File: config.mk
export PLATFORM = sky130hd
export DESIGN_NAME = multicycle_ctrl_fsm
export DESIGN_NICKNAME = d
export VERILOG_FILES = /design/src/rtl/ctrl_pkg.sv /design/src/rtl/ctrl_stack_ptr.sv /design/src/rtl/multicycle_ctrl_fsm.sv
export SDC_FILE = /design/constraint.sdc
export NUM_CORES = 1
export LEC_CHECK = 0
export ABC_CLOCK_PERIOD_IN_PS = 3500
export CAP_MARGIN = 20
export CELL_PAD_IN_SITES_DETAIL_PLACEMENT = 1
export CELL_PAD_IN_SITES_GLOBAL_PLACEMENT = 1
export CORE_MARGIN = 5
export CORE_UTILIZATION = 30
export DETAILED_ROUTE_END_ITERATION = 8
export GPL_ROUTABILITY_DRIVEN = 0
export PLACE_DENSITY_LB_ADDON = 0.1
export SLEW_MARGIN = 20
export SYNTH_ARGS = -nofsm -noshare
export SYNTH_HDL_FRONTEND = slang
export SYNTH_SLANG_ARGS = --single-unit
File: constraint.sdc
create_clock -name clk -period 3.5 [get_ports clk]
set_clock_uncertainty 0.15 [all_clocks]
set_input_delay 0.7 -clock clk [delete_from_list [all_inputs] [get_ports clk]]
set_output_delay 0.7 -clock clk [all_outputs]
set_load 0.02 [all_outputs]
File: src/rtl/ctrl_pkg.sv
// ctrl_pkg: shared constants for the multi-cycle stack-return controller.
// Stages, instruction types, function codes and ALU opcodes.
package ctrl_pkg;

  localparam logic [2:0] S_IF    = 3'd0;
  localparam logic [2:0] S_ID    = 3'd1;
  localparam logic [2:0] S_EX    = 3'd2;
  localparam logic [2:0] S_MEM   = 3'd3;
  localparam logic [2:0] S_WB    = 3'd4;
  localparam logic [2:0] S_ST    = 3'd5;
  localparam logic [2:0] S_FAULT = 3'd6;

  localparam logic [1:0] T_R = 2'b00;
  localparam logic [1:0] T_J = 2'b01;
  localparam logic [1:0] T_I = 2'b10;
  localparam logic [1:0] T_S = 2'b11;

  localparam logic [31:0] R_AND = 32'd0;
  localparam logic [31:0] R_ADD = 32'd1;
  localparam logic [31:0] R_SUB = 32'd2;
  localparam logic [31:0] R_CMP = 32'd3;
  localparam logic [31:0] R_OR  = 32'd4;
  localparam logic [31:0] R_XOR = 32'd5;

  localparam logic [31:0] J_J   = 32'd0;
  localparam logic [31:0] J_JAL = 32'd1;

  localparam logic [31:0] I_ANDI = 32'd0;
  localparam logic [31:0] I_ADDI = 32'd1;
  localparam logic [31:0] I_LW   = 32'd2;
  localparam logic [31:0] I_SW   = 32'd3;
  localparam logic [31:0] I_BEQ  = 32'd4;

  localparam logic [31:0] SH_SLL  = 32'd0;
  localparam logic [31:0] SH_SLR  = 32'd1;
  localparam logic [31:0] SH_SLLV = 32'd2;
  localparam logic [31:0] SH_SLRV = 32'd3;

  localparam logic [3:0] ALU_ADD = 4'd0;
  localparam logic [3:0] ALU_SUB = 4'd1;
  localparam logic [3:0] ALU_AND = 4'd2;
  localparam logic [3:0] ALU_OR  = 4'd3;
  localparam logic [3:0] ALU_XOR = 4'd4;
  localparam logic [3:0] ALU_SLL = 4'd5;
  localparam logic [3:0] ALU_SLR = 4'd6;

  function automatic logic func_legal(
    input logic [1:0]  t,
    input logic [31:0] f
  );
    logic ok;
    ok = 1'b0;
    case (t)
      T_R:     ok = (f <= R_XOR);
      T_J:     ok = (f <= J_JAL);
      T_I:     ok = (f <= I_BEQ);
      default: ok = (f <= SH_SLRV);
    endcase
    return ok;
  endfunction

endpackage

File: src/rtl/ctrl_stack_ptr.sv
// ctrl_stack_ptr: return-stack occupancy counter.
// Refuses to move past empty or full and reports the attempt.
module ctrl_stack_ptr
  import ctrl_pkg::*;
#(
  parameter int DEPTH = 16,
  parameter int SP_W  = $clog2(DEPTH + 1)
) (
  input  logic            clk,
  input  logic            rst_n,
  input  logic            push,
  input  logic            pop,
  output logic [SP_W-1:0] sp,
  output logic            ovf,
  output logic            unf
);

  assign ovf = push && (sp == SP_W'(DEPTH));
  assign unf = pop && (sp == '0);

  // count legal pushes and pops; blocked moves leave sp alone
  always_ff @(posedge clk or negedge rst_n) begin
    if (!rst_n) begin
      sp <= '0;
    end else if (push && !ovf) begin
      sp <= sp + SP_W'(1);
    end else if (pop && !unf) begin
      sp <= sp - SP_W'(1);
    end
  end

endmodule

File: src/rtl/multicycle_ctrl_fsm.sv
// multicycle_ctrl_fsm: stage sequencer and strobe decoder for the stack datapath.
// Define CTRL_MEM_WAIT_EN to hold MEM until mem_ready is seen.
module multicycle_ctrl_fsm
  import ctrl_pkg::*;
#(
  parameter int FUNC_W      = 5,
  parameter int ALUOP_W     = 4,
  parameter int STACK_DEPTH = 16,
  localparam int SP_W       = $clog2(STACK_DEPTH + 1)
) (
  input  logic               clk,
  input  logic               rst_n,
  input  logic [1:0]         inst_type,
  input  logic [FUNC_W-1:0]  inst_function,
  input  logic               stop_bit,
  input  logic               zero_flag,
  input  logic               mem_ready,
  output logic [2:0]         state,
  output logic               ir_we,
  output logic               pc_we,
  output logic [1:0]         pc_src,
  output logic               pc_add_src1,
  output logic               pc_add_src2,
  output logic               ext_src,
  output logic               ext_sign,
  output logic               rs2_src,
  output logic               alu_src,
  output logic               wb_en,
  output logic               wb_data_sel,
  output logic               mem_rd,
  output logic               mem_wr,
  output logic               st_rd,
  output logic               st_wr,
  output logic [ALUOP_W-1:0] alu_op,
  output logic [SP_W-1:0]    sp,
  output logic               fault
);

  logic [2:0]  state_q;
  logic [2:0]  nxt;
  logic [31:0] fn;
  logic [3:0]  aop;
  logic is_r, is_j, is_i, is_s, legal;
  logic op_j, op_jal, op_cmp, op_beq, op_lw, op_sw;
  logic op_and, op_add, op_sub, op_or, op_xor;
  logic op_sll, op_slr, sh_imm;
  logic act, push, pop, ovf, unf, mem_done;

  assign fn   = 32'(inst_function);
  assign is_r = (inst_type == T_R);
  assign is_j = (inst_type == T_J);
  assign is_i = (inst_type == T_I);
  assign is_s = (inst_type == T_S);
  assign legal = func_legal(inst_type, fn);

  assign op_j   = is_j & (fn == J_J);
  assign op_jal = is_j & (fn == J_JAL);
  assign op_cmp = is_r & (fn == R_CMP);
  assign op_beq = is_i & (fn == I_BEQ);
  assign op_lw  = is_i & (fn == I_LW);
  assign op_sw  = is_i & (fn == I_SW);

  assign op_and = (is_r & (fn == R_AND)) | (is_i & (fn == I_ANDI));
  assign op_add = (is_r & (fn == R_ADD))
                | (is_i & (fn == I_ADDI)) | op_lw | op_sw;
  assign op_sub = (is_r & (fn == R_SUB)) | op_cmp | op_beq;
  assign op_or  = is_r & (fn == R_OR);
  assign op_xor = is_r & (fn == R_XOR);
  assign op_sll = is_s & ((fn == SH_SLL) | (fn == SH_SLLV));
  assign op_slr = is_s & ((fn == SH_SLR) | (fn == SH_SLRV));
  assign sh_imm = is_s & ((fn == SH_SLL) | (fn == SH_SLR));

`ifdef CTRL_MEM_WAIT_EN
  assign mem_done = mem_ready;
`else
  logic unused_mem_ready;
  assign unused_mem_ready = mem_ready;
  assign mem_done = 1'b1;
`endif

  assign push = (state_q == S_ST) & op_jal;
  assign pop  = (state_q == S_ST) & ~op_jal;

  ctrl_stack_ptr #(
    .DEPTH (STACK_DEPTH),
    .SP_W  (SP_W)
  ) u_stack_ptr (
    .clk   (clk),
    .rst_n (rst_n),
    .push  (push),
    .pop   (pop),
    .sp    (sp),
    .ovf   (ovf),
    .unf   (unf)
  );

  // stage sequencing; a stop bit diverts the return to IF through ST
  always_comb begin
    nxt = state_q;
    unique case (state_q)
      S_IF:  nxt = S_ID;
      S_ID: begin
        if (!legal)      nxt = S_FAULT;
        else if (op_j)   nxt = S_IF;
        else if (op_jal) nxt = S_ST;
        else             nxt = S_EX;
      end
      S_EX: begin
        if (op_cmp | op_beq)    nxt = S_IF;
        else if (op_lw | op_sw) nxt = S_MEM;
        else                    nxt = S_WB;
      end
      S_MEM: begin
        if (!mem_done)  nxt = S_MEM;
        else if (op_lw) nxt = S_WB;
        else            nxt = S_IF;
      end
      S_WB:    nxt = S_IF;
      S_ST:    nxt = (ovf | unf) ? S_FAULT : S_IF;
      default: nxt = S_FAULT;
    endcase
    if (nxt == S_IF && state_q != S_ST && stop_bit && !op_jal) begin
      nxt = S_ST;
    end
  end

  // stage register, FAULT is held until reset
  always_ff @(posedge clk or negedge rst_n) begin
    if (!rst_n) state_q <= S_IF;
    else        state_q <= nxt;
  end

  // ALU opcode for the decoded instruction
  always_comb begin
    aop = ALU_ADD;
    unique case (1'b1)
      op_and:  aop = ALU_AND;
      op_add:  aop = ALU_ADD;
      op_sub:  aop = ALU_SUB;
      op_or:   aop = ALU_OR;
      op_xor:  aop = ALU_XOR;
      op_sll:  aop = ALU_SLL;
      op_slr:  aop = ALU_SLR;
      default: aop = ALU_ADD;
    endcase
  end

  // next-PC source: stack top after a pop, adder for taken jumps
  always_comb begin
    pc_src = 2'd0;
    if (act) begin
      if (state_q == S_ST && !op_jal)
        pc_src = 2'd0;
      else if (op_j | op_jal | (op_beq & zero_flag))
        pc_src = 2'd1;
      else
        pc_src = 2'd2;
    end
  end

  assign state = state_q;
  assign act   = (state_q != S_IF) && (state_q != S_FAULT);
  assign fault = (state_q == S_FAULT);
  assign ir_we = (state_q == S_IF);
  assign pc_we = (nxt == S_IF);

  assign pc_add_src1 = act & op_beq;
  assign pc_add_src2 = act & op_beq;
  assign ext_src     = act & is_i;
  assign ext_sign    = act & is_i;
  assign rs2_src     = act & op_sw;
  assign alu_src     = act & (is_i | sh_imm);
  assign wb_data_sel = act & op_lw;
  assign alu_op      = act ? ALUOP_W'(aop) : '0;

  assign wb_en  = (state_q == S_WB);
  assign mem_rd = (state_q == S_MEM) & op_lw;
  assign mem_wr = (state_q == S_MEM) & op_sw;
  assign st_wr  = push & ~ovf;
  assign st_rd  = pop & ~unf;

endmodule

==> run metrics, run 1 <==
initial antenna violation count=0; WHS=slightly above 400 ps; EDFF count, synth=0; Clock Tree Buf Depth=2; Final Hold Vio Count=0; worst r2r path cells=10; Die Span Y=68.0 um; IR drop worst, VDD=roughly 350 uV; DR pass1 iterations=4; I/O Buffers=38; XOR/XNOR share of the synthesized area=0.0520; post-layout instance area=~1700 sq um; nets=215; Mapped Cells=between 100 and 150; Area growth syn-to-layout=69.6%; fraction of registers with async set/reset=1.00; kind of critical path=input pin to output pin; Worst Tran Pin Value=roughly 540 ps; CP Data Required Time=~2700 ps; first-pass GRT wire length=6.09 mm; CTS buffer count=3; Root Buffer=clkbuf_4; largest family of logic cells by synthesized area=simple AND/OR/NAND/NOR gates; DR vias=1,241; worst setup path startpoint=inst_type[1]; Synth Area in Simple Gates=0.325; Hold Path Depth=2; vias per cell=5.11; period utilization=0.975; synth top area cells=dfrtp_1, nor2_1, a21oi_1, nor3_1, o21ai_0; core area=roughly 3300 sq um; sequential area share after synthesis=0.198; pin count of the biggest net entering global routing=18; Syn Area/Cell=7.54 sq um; RSZ-0062 raised after global routing=no; crit path launch type=input pin; critical path cell sequence=clkdlybuf4s50_1 -> buf_4 -> nor2b_1 -> buf_4 -> nand3_1 -> nor2_1 -> a2111oi_0 -> dlygate4sd1_1; vias in the first global route=1,287; Final Max Tran Viols=0; clock sink count=8; placed insts=235; initial core utilization=0.307; syn nets=150; worst slack at placement=-536 ps; slowest stage delay, CP=430 ps; crit path to=pc_src[1]; DIE AREA=between 4000 and 5000 sq um; worst min path class=flop to flop; status=complete, no violations; Total Wirelength=3.78 mm; P per Cell Area=687 nW/um^2; WP data arrival=between 2000 and 3000 ps; Critical-path top delay cell=clkdlybuf4s50_1; Yosys cell types=44; CP most frequent cell=buf_4; Synth Area in Compound Gates=0.239; routed len/inst=15.6 um; layout cells sized above 1=0.274; leak pwr=roughly 0.82 nW; Non-Filler Instances=243; hold buffers post-CTS=0; crit end category=output pin; DIE WIDTH=68.0 um; Mapped Area=1010 sq um; post-layout min period=3410 ps; DP Wirelength=2.92 mm; Fill cells=a little over 400; final worst slack=about 86 ps; DRT antenna net count=0; CTS tree=built; Worst-path clk slew=60 ps; Post-synth top flop=dfrtp_1; Yosys top cell by area=dfrtp_1; drt drc=0; Boundary Pins=41; warnings from Yosys=0; #FFs+latches synth=8; H-tree depth=1; Starting DRT DRC Count=64; Critical R2R Capture=u_stack_ptr.sp[4]; Power, Total=1.18 mW; r2r setup slk=620 ps; row count=21; worst skew pair latency=between 200 and 300 ps; Post-DP Area=1600 sq um; grt ovf=0; final setup violation count=0; r2r startpoint=state[1]; Worst Path Max Fanout=11; Layout Utilization=0.522; count of maximum capacitance violations=0; Global Route Usage Sum=0.170; ANT cells=0; Synth Area in Adders=0.0570; Worst slew margin=0.638; Synth top area share=0.198; final setup TNS=0 ps; Fmax=around 290 MHz; multiplexer area fraction after synthesis=0.0359
synth_stat cells, types with 2 or more instances:
master / number
nand3b_1: 2
dfrtp_1: 8
inv_1: 5
clkbuf_1: 8
ha_1: 3
buf_4: 4
and3_1: 2
nand4_1: 4
xor2_1: 2
nand3_1: 6
nand2_1: 5
a2111oi_0: 3
a21oi_1: 10
o21ai_0: 9
nor3_1: 9
nor2b_1: 5
nor2_1: 14
nor3b_1: 3
xnor2_1: 4
a21o_1: 4
worst min path at each step:
stage / slack (ps) / start / to
2_1_floorplan: 250 / rst_n / state[0]
3_3_place_gp: 390 / u_stack_ptr.sp[3] / u_stack_ptr.sp[3]
3_5_place_dp: 400 / u_stack_ptr.sp[2] / u_stack_ptr.sp[2]
4_1_cts: 420 / u_stack_ptr.sp[2] / u_stack_ptr.sp[2]
5_1_grt: 470 / u_stack_ptr.sp[2] / u_stack_ptr.sp[2]
6_report: 410 / u_stack_ptr.sp[2] / u_stack_ptr.sp[2]
power breakdown:
group | leakage (nW) | internal [mW] | switching, mW
clock network | 0.0138 | 0.0393 | 0.0321
registers | 0.0962 | 0.139 | 0.108
logic | 0.713 | 0.431 | 0.427
flip-flops by register name, indices dropped and copies added, names as in the netlist:
name / cells
state: 3
u_stack_ptr.sp: 5
critical path, delay by kind of cell:
| kind | cells | cell delay [ps] |
|---|---|---|
| AND/OR/NAND/NOR | 3 | 310 |
| buffers and inverters | 4 | 1140 |
| AO/OA/AOI/OAI | 1 | 410 |
repair_timing:
item                       in CTS  in global routing
gates resized for setup        25                 14
setup buffers                   1                  4
setup endpoints to repair      12                  9
pin swaps                       3                  5
placed cells by master (no fill, tap or decap), drive strengths merged, types with 2 or more instances in the layout:
cell type / instances
nor2b: 6
xnor2: 4
dfrtp: 8
a2111oi: 3
clkdlybuf4s50: 19
nor3: 9
clkbuf: 4
a21oi: 10
nor2: 14
nand3b: 2
nor3b: 3
nand4: 4
xor2: 2
dlymetal6s2s: 7
ha: 3
a21o: 4
inv: 5
buf: 36
nor4: 2
mux2: 2
nand3: 6
nand2: 5
dlygate4sd2: 9
o21ai: 9
and3: 2
cells by family (layout without fill, tap and decap cells):
logic type	Yosys count	after routing
multiplexers	3	3
buffers and inverters	18	81
AND/OR/NAND/NOR	58	58
other	1	1
flip-flops	8	8
XOR/XNOR	6	6
adder cells (fa/ha/maj)	4	4
AO/OA/AOI/OAI	36	36
layer usage:
layer | part of all wire | vias to the layer above | wire (um) | global-route usage
met5 | 0 | - | 0 | 0
li1 | - | 612 | - | -
met2 | 0.49 | 34 | 1830 | 0.286
met4 | 0.0026 | 0 | 10 | 0.0223
met3 | 0.055 | 2 | 208 | 0.0345
met1 | 0.46 | 593 | 1730 | 0.227
cell type report:
class | count | area, sq um | share of cell area
Multi-Input combinational cell | 108 | 769 | 0.449
Timing Repair Buffer | 73 | 644 | 0.376
Sequential cell | 8 | 200 | 0.117
Tap cell | 46 | 57.6 | 0.0336
Clock buffer | 3 | 22.5 | 0.0131
Inverter | 5 | 18.8 | 0.0110
Power figures use the tool's default switching activity.
==> run 2, diff against run 1 <==
Settings changed: HOLD_SLACK_MARGIN set to 0.03.
==> results of run 2 <==
No change in the layout: final DEF, timing and power equal those of run 1.
==> run 3, diff against run 2 <==
Settings changed: CAP_MARGIN 20 to 10.
==> results of run 3 <==
No change in the layout: final DEF, timing and power equal those of run 1.
